### src/rtl/dpram_pkg.sv
// Shared defaults and port roles for the 16x8 dual-port RAM and its FIFO controller.
package dpram_pkg;

  localparam int unsigned DefaultDataW = 8;
  localparam int unsigned DefaultAddrW = 4;

  // Port A is the write-only side, port B the read-only side.
  localparam bit PortAWrites = 1'b1;
  localparam bit PortBWrites = 1'b0;

  function automatic int unsigned depth(input int unsigned addr_w);
    return 32'd1 << addr_w;
  endfunction

endpackage

### src/rtl/dpram_fifo_ctrl_if.sv
// Push/pop streams plus the RAM port signals driven by the FIFO controller.
interface dpram_fifo_ctrl_if #(
  parameter int unsigned DATA_W = dpram_pkg::DefaultDataW,
  parameter int unsigned ADDR_W = dpram_pkg::DefaultAddrW
);

  logic              s_valid;
  logic              s_ready;
  logic [DATA_W-1:0] s_data;
  logic              m_valid;
  logic              m_ready;
  logic [DATA_W-1:0] m_data;
  logic [ADDR_W+1:0] count;
  logic              wr_enA;
  logic [ADDR_W-1:0] addr_A;
  logic [DATA_W-1:0] wr_dataA;
  logic              wr_enB;
  logic [ADDR_W-1:0] addr_B;
  logic [DATA_W-1:0] rd_dataB;

  modport master (
    input  s_valid, s_data, m_ready, rd_dataB,
    output s_ready, m_valid, m_data, count, wr_enA, addr_A, wr_dataA, wr_enB, addr_B
  );

  modport slave (
    output s_valid, s_data, m_ready, rd_dataB,
    input  s_ready, m_valid, m_data, count, wr_enA, addr_A, wr_dataA, wr_enB, addr_B
  );

endinterface

### src/rtl/dpram_out_buf.sv
// Two-entry register FIFO holding prefetched RAM words; slot 0 is always the head.
module dpram_out_buf #(
  parameter int unsigned DATA_W = dpram_pkg::DefaultDataW
) (
  input  logic              clk,
  input  logic              rst_n,
  input  logic              capture,
  input  logic [DATA_W-1:0] din,
  input  logic              pop,
  output logic              valid,
  output logic [DATA_W-1:0] head,
  output logic [1:0]        out_cnt
);

  logic [DATA_W-1:0] slot0_q, slot0_d;
  logic [DATA_W-1:0] slot1_q, slot1_d;
  logic [1:0]        cnt_q, cnt_d;

  always_comb begin
    slot0_d = slot0_q;
    slot1_d = slot1_q;
    cnt_d   = cnt_q;
    if (pop && (cnt_q != 2'd0)) begin
      slot0_d = slot1_q;
      cnt_d   = cnt_q - 2'd1;
    end
    // Capture lands behind whatever survives the pop, so capture+pop works at any fill.
    if (capture && (cnt_d != 2'd2)) begin
      if (cnt_d == 2'd0) begin
        slot0_d = din;
      end else begin
        slot1_d = din;
      end
      cnt_d = cnt_d + 2'd1;
    end
  end

  always_ff @(posedge clk or negedge rst_n) begin
    if (!rst_n) begin
      slot0_q <= '0;
      slot1_q <= '0;
      cnt_q   <= 2'd0;
    end else begin
      slot0_q <= slot0_d;
      slot1_q <= slot1_d;
      cnt_q   <= cnt_d;
    end
  end

  assign valid   = (cnt_q != 2'd0);
  assign head    = slot0_q;
  assign out_cnt = cnt_q;

endmodule

### src/rtl/dpram_fifo_ctrl.sv
// FIFO controller: push stream -> RAM port A writes, port B prefetch -> 2-entry pop buffer.
module dpram_fifo_ctrl import dpram_pkg::*; #(
  parameter int unsigned DATA_W = DefaultDataW,
  parameter int unsigned ADDR_W = DefaultAddrW
) (
  input logic              clk,
  input logic              rst_n,
  dpram_fifo_ctrl_if.master bus
);

  localparam logic [ADDR_W:0] DepthCnt = (ADDR_W+1)'(depth(ADDR_W));

  logic [ADDR_W-1:0] wr_ptr_q, wr_ptr_d;
  logic [ADDR_W-1:0] rd_ptr_q, rd_ptr_d;
  logic [ADDR_W:0]   ram_cnt_q, ram_cnt_d;
  logic              rd_inflight_q, rd_inflight_d;

  logic              s_ready;
  logic              push;
  logic              pop;
  logic              issue;
  logic [2:0]        occ_after_pop;
  logic              m_valid;
  logic [DATA_W-1:0] m_data;
  logic [1:0]        out_cnt;

  assign s_ready = (ram_cnt_q != DepthCnt);
  assign push    = bus.s_valid && s_ready;
  assign pop     = m_valid && bus.m_ready;

  // Only issue when the word has a guaranteed slot: buffer plus in-flight never exceeds 2.
  assign occ_after_pop = 3'(out_cnt) + 3'(rd_inflight_q) - 3'(pop);
  assign issue         = (ram_cnt_q != '0) && (occ_after_pop < 3'd2);

  always_comb begin
    wr_ptr_d      = wr_ptr_q;
    rd_ptr_d      = rd_ptr_q;
    ram_cnt_d     = ram_cnt_q;
    rd_inflight_d = issue;
    if (push) begin
      wr_ptr_d = wr_ptr_q + 1'b1;
    end
    if (issue) begin
      rd_ptr_d = rd_ptr_q + 1'b1;
    end
    unique case ({push, issue})
      2'b10:   ram_cnt_d = ram_cnt_q + 1'b1;
      2'b01:   ram_cnt_d = ram_cnt_q - 1'b1;
      default: ram_cnt_d = ram_cnt_q;
    endcase
  end

  always_ff @(posedge clk or negedge rst_n) begin
    if (!rst_n) begin
      wr_ptr_q      <= '0;
      rd_ptr_q      <= '0;
      ram_cnt_q     <= '0;
      rd_inflight_q <= 1'b0;
    end else begin
      wr_ptr_q      <= wr_ptr_d;
      rd_ptr_q      <= rd_ptr_d;
      ram_cnt_q     <= ram_cnt_d;
      rd_inflight_q <= rd_inflight_d;
    end
  end

  dpram_out_buf #(
    .DATA_W (DATA_W)
  ) u_out_buf (
    .clk     (clk),
    .rst_n   (rst_n),
    .capture (rd_inflight_q),
    .din     (bus.rd_dataB),
    .pop     (pop),
    .valid   (m_valid),
    .head    (m_data),
    .out_cnt (out_cnt)
  );

  assign bus.s_ready  = s_ready;
  assign bus.m_valid  = m_valid;
  assign bus.m_data   = m_data;
  assign bus.count    = (ADDR_W+2)'(ram_cnt_q) + (ADDR_W+2)'(rd_inflight_q)
                      + (ADDR_W+2)'(out_cnt);
  assign bus.wr_enA   = push;
  assign bus.addr_A   = wr_ptr_q;
  assign bus.wr_dataA = bus.s_data;
  assign bus.wr_enB   = 1'b0;
  assign bus.addr_B   = rd_ptr_q;

endmodule

### src/flat_wrapper.sv
// flat-port wrapper written by rule: the top's interface ports become plain ports
module dpram_fifo_ctrl_flat import dpram_pkg::*;
#(
  parameter int unsigned DATA_W = DefaultDataW,
  parameter int unsigned ADDR_W = DefaultAddrW
)
  (clk, rst_n, bus_s_valid, bus_s_data, bus_m_ready, bus_rd_dataB, bus_s_ready, bus_m_valid, bus_m_data, bus_count, bus_wr_enA, bus_addr_A, bus_wr_dataA, bus_wr_enB, bus_addr_B);
  dpram_fifo_ctrl_if #(.DATA_W(DATA_W), .ADDR_W(ADDR_W)) bus_i ();
  input logic clk;
  input logic rst_n;
  input wire logic [$bits(bus_i.s_valid)-1:0] bus_s_valid;
  input wire logic [$bits(bus_i.s_data)-1:0] bus_s_data;
  input wire logic [$bits(bus_i.m_ready)-1:0] bus_m_ready;
  input wire logic [$bits(bus_i.rd_dataB)-1:0] bus_rd_dataB;
  output wire logic [$bits(bus_i.s_ready)-1:0] bus_s_ready;
  output wire logic [$bits(bus_i.m_valid)-1:0] bus_m_valid;
  output wire logic [$bits(bus_i.m_data)-1:0] bus_m_data;
  output wire logic [$bits(bus_i.count)-1:0] bus_count;
  output wire logic [$bits(bus_i.wr_enA)-1:0] bus_wr_enA;
  output wire logic [$bits(bus_i.addr_A)-1:0] bus_addr_A;
  output wire logic [$bits(bus_i.wr_dataA)-1:0] bus_wr_dataA;
  output wire logic [$bits(bus_i.wr_enB)-1:0] bus_wr_enB;
  output wire logic [$bits(bus_i.addr_B)-1:0] bus_addr_B;
  assign bus_i.s_valid = bus_s_valid;
  assign bus_i.s_data = bus_s_data;
  assign bus_i.m_ready = bus_m_ready;
  assign bus_i.rd_dataB = bus_rd_dataB;
  assign bus_s_ready = bus_i.s_ready;
  assign bus_m_valid = bus_i.m_valid;
  assign bus_m_data = bus_i.m_data;
  assign bus_count = bus_i.count;
  assign bus_wr_enA = bus_i.wr_enA;
  assign bus_addr_A = bus_i.addr_A;
  assign bus_wr_dataA = bus_i.wr_dataA;
  assign bus_wr_enB = bus_i.wr_enB;
  assign bus_addr_B = bus_i.addr_B;
  dpram_fifo_ctrl #(.DATA_W(DATA_W), .ADDR_W(ADDR_W)) u_core (.clk(clk), .rst_n(rst_n), .bus(bus_i));
endmodule
### config.mk
export PLATFORM = sky130hd
export DESIGN_NAME = dpram_fifo_ctrl_flat
export DESIGN_NICKNAME = d
export VERILOG_FILES = /design/src/rtl/dpram_pkg.sv /design/src/rtl/dpram_fifo_ctrl_if.sv /design/src/rtl/dpram_out_buf.sv /design/src/rtl/dpram_fifo_ctrl.sv /design/src/flat_wrapper.sv
export SDC_FILE = /design/constraint.sdc
export NUM_CORES = 1
export LEC_CHECK = 0
export ABC_CLOCK_PERIOD_IN_PS = 4900
export CAP_MARGIN = 20
export CELL_PAD_IN_SITES_DETAIL_PLACEMENT = 1
export CELL_PAD_IN_SITES_GLOBAL_PLACEMENT = 2
export CORE_MARGIN = 2
export CORE_UTILIZATION = 29
export CTS_CLUSTER_DIAMETER = 30
export DETAILED_ROUTE_END_ITERATION = 10
export PLACE_DENSITY_LB_ADDON = 0.2
export SLEW_MARGIN = 25
export SYNTH_ARGS = -nofsm -noshare
export SYNTH_HDL_FRONTEND = slang
export SYNTH_SLANG_ARGS = --single-unit
export TNS_END_PERCENT = 30
### constraint.sdc
create_clock -name clk -period 4.9 [get_ports clk]
set_input_delay 1.225 -clock clk [delete_from_list [all_inputs] [get_ports clk]]
set_output_delay 1.225 -clock clk [all_outputs]
set_load 0.03 [all_outputs]
==> results of run 1 <==
==> worst max-delay path: cells and delay by family <==
family | cells | cell delay [ns]
AOI/OAI and AO/OA | 4 | 0.60
xor gates and xnor gates | 1 | 0.14
adders and majority gates | 4 | 1.32
and+or+nand+nor | 3 | 0.55
buffers and inverters | 2 | 0.60
==> synth_stat cells <==
cell type	instances
dfrtp_1	32
nand2_1	13
inv_1	12
ha_1	11
o21ai_0	11
mux2i_1	10
xnor2_1	10
buf_4	9
mux2_2	9
xor2_1	5
fa_1	4
clkbuf_1	3
nand3_1	3
nand4_1	3
nor2b_1	3
a21oi_1	2
buf_2	2
nand2b_1	2
or3_1	2
a21o_1	1
a311oi_1	1
and2_1	1
conb_1	1
inv_4	1
mux2_4	1
nand2_4	1
nor2_1	1
nor4b_1	1
o2111ai_1	1
o211ai_1	1
o22ai_1	1
o311a_1	1
o311ai_0	1
or2_2	1
or2b_1	1
or3_4	1
==> through the flow <==
stage | instances | hold WS [ns]
floorplan | 163 | 0.479
CTS | 271 | 0.482
global route | 271 | 0.497
detailed placement | 263 | 0.464
global placement | 263 | 0.468
finish | 271 | 0.477
==> kinds of logic after synthesis <==
group | after synthesis | synth area share
flip-flops | 32 | 0.441
AND/OR/NAND/NOR | 33 | 0.100
other | 1 | 0.00207
multiplexers | 20 | 0.119
XOR/XNOR | 15 | 0.0724
buffers and inverters | 27 | 0.0772
AO/OA/AOI/OAI | 20 | 0.0676
adder cells (fa/ha/maj) | 15 | 0.120
==> layout make-up <==
cell class,instances,share of cell area
timing repair buffer,39,0.166
inverter,13,0.0222
clock buffer,6,0.0314
multi-input combinational,104,0.378
tap,75,0.0406
clock inverter,2,0.0152
sequential,32,0.347
==> layer usage <==
metal  wire length (µm)  vias up  track usage
li1                   -      603            -
met1               1710      637        0.154
met2               2040       28        0.221
met3                169       11       0.0348
met4                 69        0       0.0402
met5                  0        -            0
==> cells in the final DEF, fill, tap and decap left out, types with 2 or more instances in the layout <==
cell type	n
nand3_1	3
fa_1	4
nor2b_1	3
mux2_2	9
clkbuf_8	5
nand2b_1	2
or3_1	2
nand2_1	13
inv_1	12
mux2i_1	10
a21oi_1	2
o21ai_0	11
nand4_1	3
xnor2_1	10
dfrtp_1	32
clkdlybuf4s50_1	36
ha_1	11
xor2_1	5
buf_4	3
==> state kept, by name (all words and copies together), names as in the netlist <==
| register | flops |
|---|---|
| u_core.u_out_buf.head | 8 |
| u_core.u_out_buf.slot1_q | 8 |
| u_core.ram_cnt_q | 5 |
| u_core.bus.addr_A | 4 |
| u_core.bus.addr_B | 4 |
| u_core.u_out_buf.out_cnt | 2 |
| u_core.rd_inflight_q | 1 |
==> path summary, 6_finish.rpt <==
path | start | to | slack (ns) | depth (start not counted)
min in group asynchronous | rst_n | u_core.ram_cnt_q[1] | 1.34 | 2
max | bus_m_ready | u_core.ram_cnt_q[4] | 0.59 | 14
max in group asynchronous | rst_n | u_core.bus.addr_A[2] | 3.24 | 2
min | u_core.bus.addr_A[3] | u_core.bus.addr_A[3] | 0.48 | 1
max reg2reg | u_core.u_out_buf.out_cnt[1] | u_core.ram_cnt_q[4] | 1.23 | 15
min reg2reg | u_core.bus.addr_A[3] | u_core.bus.addr_A[3] | 0.48 | 1
==> results.json, run 1 <==
{
  "slew-limit-headroom": 0.644,
  "drc": 0,
  "finalCriticalPeriod_ns": 4.31,
  "register_area_um2": 801,
  "rsz0062_at_grt": "false",
  "cts-htree-levels": 2,
  "grtUsageTotal": 0.128,
  "grt_max_degree": 33,
  "finalHoldViolCount": 0,
  "maxCapViolations": 0,
  "antenna_found_initial": 0,
  "slowest_stage": "clkdlybuf4s50_1",
  "fin_crit_sh": 0.879,
  "cts_tree": "built",
  "grt_overflow": 0,
  "syn_area_um2": 1810,
  "cts_resized": 0,
  "worst_slew_pin_slew_ns": 0.535,
  "yosys_register_bits": 32,
  "clk_pin_slew_ns": 0.07,
  "synth_area_leader_cell": "dfrtp_1",
  "firstDrtPassIters": 3,
  "io_pins": 54,
  "finalSetupTns_ns": 0,
  "syn-num-nets": 198,
  "fill_cells": 660,
  "fin_util": 0.386,
  "clockBufferDepth": 2,
  "path_class": "input port to flip-flop",
  "n_antenna_cell": 0,
  "outcome": "finished clean",
  "yosysUniqueCellTypes": 36,
  "core_um2": 5990,
  "fin_ws_ns": 0.593,
  "synth_area_per_cell_um2": 11.1,
  "crit_path_end_kind": "flip-flop",
  "num_rows": 28,
  "routed_wl_um": 3980,
  "slowest_delay_ns": 0.46,
  "dieArea_um2": 6900,
  "drt_iter0_drc": 42,
  "cts_setup_buffers": 0,
  "drt-vias-per-instance": 4.72,
  "hpwl_um": 3030,
  "start_util": 0.303,
  "hold_class": "flip-flop to flip-flop",
  "cp.required_ns": 5.05,
  "cp_max_fo": 6,
  "cts_sinks": 32,
  "dpl_cell_area_um2": 2200,
  "area_growth_pct": 27.3,
  "cts_root_buf": "clkbuf_8",
  "grt_pass1_wl_um": 7030,
  "detail-route-antenna-nets": 0,
  "drive_above_1_share": 0.122,
  "routedWlPerCell_um": 14.7,
  "nets": 230,
  "finalSetupViolations": 0,
  "timing.fmax_mhz": 232,
  "globalplace.congestion": 0.792,
  "die_h_um": 83.1,
  "grt_pass1_vias": 1412,
  "multiInputGateArea_um2": 873,
  "dp_slack_ns": 0.312,
  "final_area_um2": 2310,
  "cp_cell_sequence": "clkdlybuf4s50_1 -> nor2b_1 -> ha_1 -> nand2b_1 -> fa_1 -> xnor2_1 -> o311a_1 -> ha_1 -> inv_1 -> fa_1 -> nor2b_1 -> o2111ai_1 -> o311ai_0 -> o211ai_1",
  "fin_skew_ns": 0.00681,
  "start_kind": "input port",
  "ys.warnings.count": 0,
  "cp.arrival_ns": 4.45,
  "synth_cells": 163,
  "port_buffers": 36,
  "hold_buffers": 0,
  "die_w_um": 83.1,
  "clock_latency_ns": 0.28,
  "ys_seq_area_frac": 0.441,
  "synthTopCellsByArea": "dfrtp_1 44%, ha_1 7.6%, mux2_2 5.6%",
  "synth_top_cell_area_share": 0.441,
  "drv_slew": 0,
  "cts_buffers": 5,
  "route.vias.total": 1279
}
Power of run 1 is not shown: default switching activity piles up to over one toggle a cycle in this logic, so the estimate is an artifact.
==> run 2, diff against run 1 <==
ABC_AREA = 1   (was not set)
CORE_UTILIZATION = 28   (was 29)
==> run 2 against run 1 <==
Flip-flop and latch count did not move; register-to-register slack is essentially flat; utilization shrank 2.1 points; worst hold slack gained 0.011 ns; critical path depth increased by 5.
==> results.json, run 2 <==
{
  "outcome": "finished clean",
  "drt_iter0_drc": 49,
  "cp.required_ns": 5.08,
  "die_h_um": 87.9,
  "mostFrequentLayoutCell": "nand2_1",
  "reg2reg_to": "u_core.ram_cnt_q[4]",
  "firstDrtPassIters": 5,
  "synth_cells": 225,
  "cts_tree": "built",
  "reg2reg_setup_slack_ns": 1.24,
  "grt_max_degree": 33,
  "grt_pass1_wl_um": 7570,
  "async_flop_share": 1.00,
  "drv_slew": 0,
  "synth_top_family_by_area": "simple AND/OR/NAND/NOR gates",
  "syn_area_um2": 1970,
  "layout_common_cells": "52 x nand2_1, 36 x clkdlybuf4s50_1, 32 x dfrtp_1, 27 x inv_1, 14 x nor2_1",
  "cp_cell_sequence": "clkdlybuf4s50_1 -> inv_2 -> nor2_4 -> ha_1 -> or2_2 -> fa_1 -> nand2_1 -> nor2_1 -> nand2_1 -> inv_1 -> ha_1 -> inv_1 -> fa_1 -> inv_1 -> nand2_1 -> nand2_1 -> nand3_1 -> nand3_1 -> nand2_1",
  "cp_num_buf_inv": 5,
  "synth_simple_gate_area_share": 0.242,
  "area_growth_pct": 25.6,
  "num_rows": 30,
  "vdd_ir_drop_max_mv": 0.280,
  "routedWlPerCell_um": 12.5,
  "finalSetupTns_ns": 0,
  "drt-vias-per-instance": 4.31,
  "drive_above_1_share": 0.142,
  "clock_latency_ns": 0.29,
  "p_leak_nw": 1.22,
  "synth_common_cells": "52 x nand2_1, 32 x dfrtp_1, 27 x inv_1",
  "cts_root_buf": "clkbuf_8",
  "syn-num-nets": 260,
  "synth-xor-area-share": 0.0311,
  "muxShareOfSynthArea": 0,
  "rr_startpoint": "u_core.u_out_buf.out_cnt[1]",
  "dieArea_um2": 7730,
  "n_antenna_cell": 0,
  "ys.warnings.count": 0,
  "synth_edf_count": 0,
  "die_w_um": 87.9,
  "cts_buffers": 5,
  "grt_pass1_vias": 1603,
  "maxCapViolations": 0,
  "path_class": "input port to flip-flop",
  "core_um2": 6790,
  "drc": 0,
  "hpwl_um": 3280,
  "crit_top_cell": "nand2_1",
  "nets": 294,
  "hold_class": "flip-flop to flip-flop",
  "power_density_nw_per_um2": 872,
  "cts_setup_buffers": 0,
  "detail-route-antenna-nets": 0,
  "slowest_delay_ns": 0.51,
  "ys_seq_area_frac": 0.406,
  "grtUsageTotal": 0.128,
  "cp_max_fo": 5,
  "hold_buffers": 0,
  "globalplace.congestion": 0.722,
  "cp.arrival_ns": 4.45,
  "clockBufferDepth": 2,
  "p_total_mw": 2.16,
  "slowest_stage": "clkdlybuf4s50_1",
  "hp-start": "u_core.u_out_buf.slot1_q[5]",
  "finalSetupViolations": 0,
  "crit_path_end_kind": "flip-flop",
  "grt_overflow": 0,
  "synth_top_cell_area_share": 0.406,
  "synth.most_common_cell": "nand2_1",
  "yosys_register_bits": 32,
  "timing.fmax_mhz": 234,
  "start_kind": "input port",
  "finalHoldViolCount": 0,
  "cts_sinks": 32,
  "synthTopCellsByArea": "dfrtp_1 41%, nand2_1 9.9%, ha_1 7.0%",
  "route.vias.total": 1533,
  "place_inst": 348,
  "io_pins": 54,
  "yosysUniqueCellTypes": 28,
  "synth_flop_cell": "dfrtp_1",
  "worst_hold_path.endpoint": "u_core.u_out_buf.slot1_q[5]",
  "port_buffers": 36,
  "finalCriticalPeriod_ns": 4.27,
  "rr_worst_depth": 19,
  "start_util": 0.290,
  "hold_depth": 2,
  "clk_pin_slew_ns": 0.07,
  "antenna_found_initial": 0,
  "fin_util": 0.365,
  "synth-compound-area-share": 0.0958,
  "synth_area_leader_cell": "dfrtp_1",
  "synth_area_per_cell_um2": 8.77,
  "fin_skew_ns": 0.00653,
  "crit_family": "adder cells",
  "startpoint": "bus_m_ready",
  "stdcell_count": 356,
  "synthAdderAreaFrac": 0.110,
  "fin_crit_sh": 0.871,
  "rsz0062_at_grt": "false",
  "cts-htree-levels": 2,
  "cts_resized": 0,
  "routed_wl_um": 4440
}
[run 2: worst max path at each step]
stage,depth (start not counted),endpoint
detailed placement,19,u_core.ram_cnt_q[4]
finish,19,u_core.ram_cnt_q[4]
floorplan,18,u_core.ram_cnt_q[4]
CTS,19,u_core.ram_cnt_q[4]
global placement,19,u_core.ram_cnt_q[4]
global route,19,u_core.ram_cnt_q[4]
[run 2: worst register-to-register path: stages, from the launching register on]
cell and delay [ns]:
dfrtp_1 0.49, inv_1 0.12, ha_1 0.25, nor2_4 0.12, ha_1 0.22, or2_2 0.30
fa_1 0.49, nand2_1 0.05, nor2_1 0.13, nand2_1 0.14, inv_1 0.10, ha_1 0.27
inv_1 0.10, fa_1 0.36, inv_1 0.08, nand2_1 0.06, nand2_1 0.08, nand3_1 0.07
nand3_1 0.08, nand2_1 0.05
[run 2: cell type report]
type / instances / area, µm²
fillers: 808 / 4320
multi-input cells: 151 / 950
flip-flops and latches: 32 / 801
repair buffers: 39 / 383
well taps: 96 / 120
inverters: 30 / 113
clock buffers: 5 / 68.8
clock inverters: 3 / 42.5
[run 2: power breakdown]
group          switching [mW]  total (mW)  leakage, nW  internal (mW)
clock                   0.108       0.258       0.0541          0.150
sequential              0.125       0.527        0.392          0.402
combinational           0.814        1.38        0.771          0.562
[run 2: layer usage]
| layer | routed length [µm] | GRT usage |
|---|---|---|
| met2 | 2120 | 0.207 |
| met5 | 0 | 0 |
| met4 | 52 | 0.0503 |
| met1 | 2080 | 0.167 |
| met3 | 186 | 0.0292 |
[run 2: stage by stage]
step	instance area, µm²	setup WS, ns	hold slack, ns
floorplan	1970	0.874	0.456
global placement	2370	0.380	0.466
detailed placement	2370	0.316	0.470
CTS	2480	0.610	0.491
global route	2480	0.381	0.502
finish	2480	0.631	0.488
[run 2: cell families (layout without fill, tap and decap cells)]
logic type	count (synthesis)	after routing
and+or+nand+nor	99	99
buffers and inverters	42	77
DFF	32	32
AOI/OAI and AO/OA	29	29
adders and majority gates	15	15
xor gates and xnor gates	7	7
other	1	1
Power figures use the tool's default switching activity.
